File: src/rtl/reg_file_32x32.sv
// 32-entry two-read/one-write register file with registered read ports,
// write-to-read bypass and a hard-wired zero entry.
module reg_file_32x32 #(
  parameter int unsigned DATA_W = 32,
  parameter int unsigned ADDR_W = 5
) (
  input  logic              clk,
  input  logic              rst_n,
  input  logic              en,
  input  logic [ADDR_W-1:0] rs1,
  input  logic [ADDR_W-1:0] rs2,
  input  logic              we,
  input  logic [ADDR_W-1:0] rd,
  input  logic [DATA_W-1:0] wd,
  output logic [DATA_W-1:0] Reg_rs1,
  output logic [DATA_W-1:0] Reg_rs2,
  output logic              rvalid
);

  localparam int unsigned Depth = 2 ** ADDR_W;

  logic [DATA_W-1:0] r_mem [Depth];
  logic [DATA_W-1:0] r_rs1;
  logic [DATA_W-1:0] r_rs2;
  logic              r_rvalid;

  logic              w_wr_en;
  logic [DATA_W-1:0] w_rd1;
  logic [DATA_W-1:0] w_rd2;

  // Writes to index 0 are dropped entirely, so entry 0 stays zero forever.
  assign w_wr_en = we && (rd != '0);

  always_comb begin
    w_rd1 = r_mem[rs1];
    if (rs1 == '0) begin
      w_rd1 = '0;
    end else if (w_wr_en && (rd == rs1)) begin
      w_rd1 = wd;
    end
  end

  always_comb begin
    w_rd2 = r_mem[rs2];
    if (rs2 == '0) begin
      w_rd2 = '0;
    end else if (w_wr_en && (rd == rs2)) begin
      w_rd2 = wd;
    end
  end

  always_ff @(posedge clk or negedge rst_n) begin
    if (!rst_n) begin
      for (int i = 0; i < Depth; i++) begin
        r_mem[i] <= '0;
      end
    end else if (w_wr_en) begin
      r_mem[rd] <= wd;
    end
  end

  always_ff @(posedge clk or negedge rst_n) begin
    if (!rst_n) begin
      r_rs1    <= '0;
      r_rs2    <= '0;
      r_rvalid <= 1'b0;
    end else begin
      r_rvalid <= en;
      if (en) begin
        r_rs1 <= w_rd1;
        r_rs2 <= w_rd2;
      end
    end
  end

  assign Reg_rs1 = r_rs1;
  assign Reg_rs2 = r_rs2;
  assign rvalid  = r_rvalid;

endmodule

File: config.mk
export PLATFORM = sky130hd
export DESIGN_NAME = reg_file_32x32
export DESIGN_NICKNAME = d
export VERILOG_FILES = /design/src/rtl/reg_file_32x32.sv
export SDC_FILE = /design/constraint.sdc
export NUM_CORES = 2
export LEC_CHECK = 0
export CAP_MARGIN = 20
export CELL_PAD_IN_SITES_DETAIL_PLACEMENT = 0
export CELL_PAD_IN_SITES_GLOBAL_PLACEMENT = 1
export CORE_ASPECT_RATIO = 0.8
export CORE_MARGIN = 2
export CORE_UTILIZATION = 45
export CTS_CLUSTER_DIAMETER = 50
export DETAILED_ROUTE_END_ITERATION = 10
export HOLD_SLACK_MARGIN = 0.15
export PLACE_DENSITY_LB_ADDON = 0.2
export SLEW_MARGIN = 20
export SYNTH_ARGS = -nofsm -noshare
export SYNTH_HDL_FRONTEND = slang
export SYNTH_SLANG_ARGS = --single-unit
export TNS_END_PERCENT = 30
File: constraint.sdc
create_clock -name clk -period 2.25 [get_ports clk]
set_input_delay 0.225 -clock clk [delete_from_list [all_inputs] [get_ports clk]]
set_output_delay 0.225 -clock clk [all_outputs]
set_load 0.05 [all_outputs]
* After elaboration in Yosys (flattened, before gate mapping)
Index checks and enable logic that the tools add are counted.
** Word-level totals
- Flip-flop bits (word level) :: 1089
- Output and inout bits :: 65
- ROM bits :: 0
- Memory bits (writable) :: 0
- Memories kept :: 0
- Bits in latches :: 0
** Cells by class
- Muxes and demuxes :: 13
- Div/mod/pow operators :: 0
- Magnitude comparators :: 4
- Shift operators :: 0
- Equal/unequal tests :: 2
- Bitwise logic cells :: 3
- Reductions and logical operators :: 7
- Multipliers :: 0
- Add/subtract/negate cells :: 0
** Operator list (number)
- 1024-bit bitwise mux :: 1
- 32-bit binary-select mux with 5-bit select :: 2
- 32-bit two-way mux :: 9
- 32-bit demux with 5-bit select :: 1
- 6-bit greater-or-equal comparator, second input constant :: 3
- 5-bit NOT with 6-bit output :: 3
- 5-bit == test :: 2
- 5-bit logical NOT :: 2
- 6-bit by 1-bit less-than comparator with 1-bit output, second input constant :: 1
- 5-bit nonzero test :: 1
- 1-bit logical AND :: 4

* Logic depth before layout (Yosys ltp)
- Depth in word-level cells :: 6
- Depth in mapped cells :: 8
- Mapped depth without buffers :: 4

* Worst setup path before layout
OpenSTA, ideal clock, no wires.
- Path kind :: in2reg
- From :: in rs2[0]
- To :: reg r_rs2[30], in the netlist Reg_rs2[30]
- Arrival :: 1869 ps
- Cell stages on the path :: 8
- Setup slack :: 238 ps
- Path through :: buf_2 > buf_6 > buf_6 > buf_2 > mux4_2 > a22o_1 > nor2_1 > o221ai_1
** Between the ends
- Longest elaborated chain between the ends :: 6
- Elaborated cells on any way between the ends :: 9
- Those cells by class :: eq/ne: 1; mux: 5; bitwise: 1; reduce/logical: 2
** RTL lines
- from (decl) :: RTL line 11 : input logic [ADDR_W-1:0] rs2,
- 5-bit NOT with 6-bit output (not written as such) :: RTL line 44 : w_rd2 = r_mem[rs2];
- 32-bit binary-select mux with 5-bit select :: RTL line 44
- 32-bit two-way mux (not written as such) (2 in series) :: RTL line 44
- 32-bit two-way mux :: RTL line 47 : end else if (w_wr_en && (rd == rs2)) begin
- 32-bit two-way mux (*) :: RTL line 45 : if (rs2 == '0) begin
- to (signal assigned) :: RTL line 71 : r_rs2 <= w_rd2;
- to (decl) :: RTL line 24 : logic [DATA_W-1:0] r_rs2;
Every way passes the cells marked *; elsewhere a longest branch is shown, timed or not. The select of a mux whose other input is x is not followed.
A chain may end at the register's enable or synchronous reset.

* Worst setup path in the final report
- From :: reg r_rs1[8], in the netlist Reg_rs1[8]
- To :: out Reg_rs1[8]
** RTL lines
- from (decl) :: RTL line 23 : logic [DATA_W-1:0] r_rs1;
- from (signal assigned) :: RTL line 70 : r_rs1 <= w_rd1;
- to (decl) :: RTL line 15 : output logic [DATA_W-1:0] Reg_rs1,
No word-level cell between the ends.

==> key figures <==
Worst setup path
  • Stages on worst setup path: 1
  • Reg2Reg Depth: 4
  • Critical Path, Cell by Cell: clkdlybuf4s50_1
  • CP Max Fanout: 2
  • Worst Setup Path Type: register to output port
  • FF-to-FF End: Reg_rs2[6]
  • CP required: roughly 2.0 ns
  • WP buf/inv: 1
  • FF-to-FF Start: r_mem[6]
  • Critical Path Start Type: register
  • Worst path top cell family by delay: buffers and inverters
  • CP arrival: 1.96 ns
  • CP max stage delay: between 0.8 and 0.9 ns
  • CP max stage cell: clkdlybuf4s50_1
  • Crit. Startpoint: Reg_rs1[8]
  • CP Capture Point: Reg_rs1[8]
  • Crit path capture type: output port
  • R2R Setup Slk: roughly 0.45 ns

Global routing
  • Number of global-route vias before repair: roughly 39,000
  • Largest net degree at the start of global routing: around 120
  • Total Routing Usage GR: between 20% and 30%
  • First-pass GRT wire length: 276 mm
  • Initial antenna violation count: 3
  • GRT overflow: 0

Drt
  • WL final: ~190 mm
  • Routed WL per cell: 33.8 um
  • Starting DRT DRC Count: around 3,500
  • # DRC: 0
  • Routed Antenna Nets: 0
  • Post-DR vias/cell: roughly 6.7
  • Drt first pass iters: 5
  • Via count of the routed design: 36,900

Timing
  • Worst Clk Skew: ~0.027 ns
  • Unrepaired setup endpoints after global routing: no
  • Slew HR: between 50% and 60%
  • Final hold violation count: 0
  • PnR worst setup slack: roughly 0.063 ns
  • Fin crit share: between 90% and 100%
  • Max-slew violations: 0
  • Min Hold Slack: about 0.21 ns
  • Worst-Margin Slew: about 0.7 ns
  • Fmax: between 400 and 500 MHz
  • Setup TNS: 0 ns
  • Count of final setup violators: 0
  • Final min period: about 2.2 ns

Final layout
  • Nets: 3,849
  • Most frequent cells in the layout: dfrtp_1, mux2_2, mux4_2
  • Final core occ: a little over half
  • Area of the multi-input gates: around 28,000 um2
  • FF/Latch Area: ~27,000 um2
  • Commonest non-fill, non-tap cell in the layout: dfrtp_1
  • # fillers: ~10,000
  • Non-filler instance count after layout: between 5,000 and 6,000
  • Layout area overhead: 18.7%
  • Share of cells above drive strength 1: ~56%

CTS
  • Clk pin slew, worst setup/hold paths: roughly 0.050 ns
  • Clock buffer depth: 3
  • Root Buffer: clkbuf_16
  • Clk sink count: ~1,100
  • Clk_lat worst skew: a little under 0.8 ns
  • CTS tree: done
  • H-tree Lvls: 4
  • Num CTS Buffers: 130

Floorplan
  • Chip Width: around 400 um
  • Std-Cell Rows: between 100 and 150
  • Die Span Y: ~320 um
  • Die area: between 100,000 and 150,000 um2
  • Core area: around 130,000 um2
  • Io pins: ~120
  • Starting Density: about 45%

Job
  • Max Cap Violations: 0

Yosys
  • Cell area after synthesis: about 57,000 um2
  • Post-Synthesis Cells: ~3,600
  • Warnings from Yosys: 0
  • Register area share after synthesis: between 40% and 50%
  • Most used DFF post-synth: dfrtp_1
  • Syn_nets: about 3,700
  • Count of cell types in the netlist: 32
  • Post-synth EDFFs: 0
  • Syn Area/Cell: ~16 um2
  • Post-synth ARST share: 100%
  • FF+latch count, synth: 1,089

Place
  • Gpl congestion: roughly 0.85
  • Pre-CTS setup slack: -0.249 ns
  • HPWL after DPL: 122 mm
  • Placed insts: around 5,300
  • Input/output buffers: about 120

Min path
  • Hold Crit Class: input port to register

Power
  • Cell Pwr Density: just over 900 nW/um2
  • Peak VDD IR: roughly 0.77 mV
  • Leak: roughly 29 nW

Outcome
  • Outcome: finished clean
[through the flow]
step | cell area, um2 | power, W
4_1_cts | 67600 | 0.0625
2_1_floorplan | 57000 | 0.0351
3_5_place_dp | 63200 | 0.0402
5_1_grt | 67600 | 0.0646
6_report | 67600 | 0.0622
3_3_place_gp | 63200 | 0.0394
[state kept, by name, indices dropped and copies added (netlist names)]
| signal | cells |
|---|---|
| r_mem | 1024 |
| Reg_rs1 | 32 |
| Reg_rs2 | 32 |
| rvalid | 1 |
[layer usage]
layer | vias up | share of wire, % | global-route usage [%] | routed length (um)
li1 | 14500 | - | - | -
met1 | 20400 | 41 | 40.4 | 77600
met2 | 1685 | 47 | 46.3 | 88700
met3 | 367 | 7.6 | 5.80 | 14300
met4 | 2 | 3.7 | 11.6 | 6930
met5 | - | 0.0069 | 0 | 13
[layout make-up]
| class | count | area share, % |
|---|---|---|
| Inverter | 65 | 0.361 |
| Antenna cell | 1 | 0.00370 |
| Sequential cell | 1089 | 40.3 |
| Timing Repair Buffer | 476 | 8.58 |
| Clock inverter | 51 | 1.11 |
| Multi-Input combinational cell | 2036 | 41.1 |
| Tap cell | 1652 | 3.06 |
| Clock buffer | 178 | 5.54 |
[worst min-delay path by stage]
stage | startpoint | end | slack [ns] | cells past startpoint
floorplan | rst_n | Reg_rs1[0] | -0.07 | 0
global route | rs2[1] | Reg_rs2[31] | 0.22 | 4
CTS | rs2[1] | Reg_rs2[31] | 0.16 | 4
finish | rs2[1] | Reg_rs2[31] | 0.21 | 4
global placement | rst_n | r_mem[950] | 0.20 | 1
detailed placement | rst_n | r_mem[790] | 0.20 | 1
[logic make-up (layout without fill, tap and decap cells)]
group                  Yosys count  after routing  share of synthesized area (%)
AO/OA/AOI/OAI                  266            266                           4.13
XOR/XNOR                        10             10                          0.154
buffers and inverters          490            770                           3.83
flip-flops                    1089           1089                           47.8
multiplexers                  1568           1568                           42.4
other                            0              1                              0
AND/OR/NAND/NOR                192            192                           1.68
[power breakdown]
part           leakage (nW)  switching [W]  internal [W]
clock                  2.20        0.00866        0.0136
combinational          12.7        0.00582       0.00772
sequential             14.0        0.00297        0.0234
[Yosys cell counts (all sizes together), types with 2 or more instances]
cell	n	area, um2
xor2	10	87.6
mux2	992	11200
o21a	2	15.0
o221ai	64	561
or4	2	15.0
nand3	2	10.0
mux4	576	13000
a41oi	64	561
clkbuf	226	848
clkinv	64	240
o21ai	2	10.0
nor2	85	319
a2111oi	2	55.1
a211o	2	17.5
buf	199	1090
a21o	2	15.0
nand3b	3	22.5
nor3b	3	22.5
or2	2	12.5
a22o	128	1120
nand2	19	71.3
and2	2	12.5
nor3	4	31.3
dfrtp	1089	27300
nor2b	68	425
[timing repair]
| action | CTS | global route |
|---|---|---|
| buffers inserted | 0 | 0 |
| setup endpoints to repair | 52 | 0 |
| resized for setup | 52 | 0 |
| endpoints found under the hold margin | 1086 | 0 |
| hold buffers | 3 | 0 |
Power figures use the tool's default switching activity.
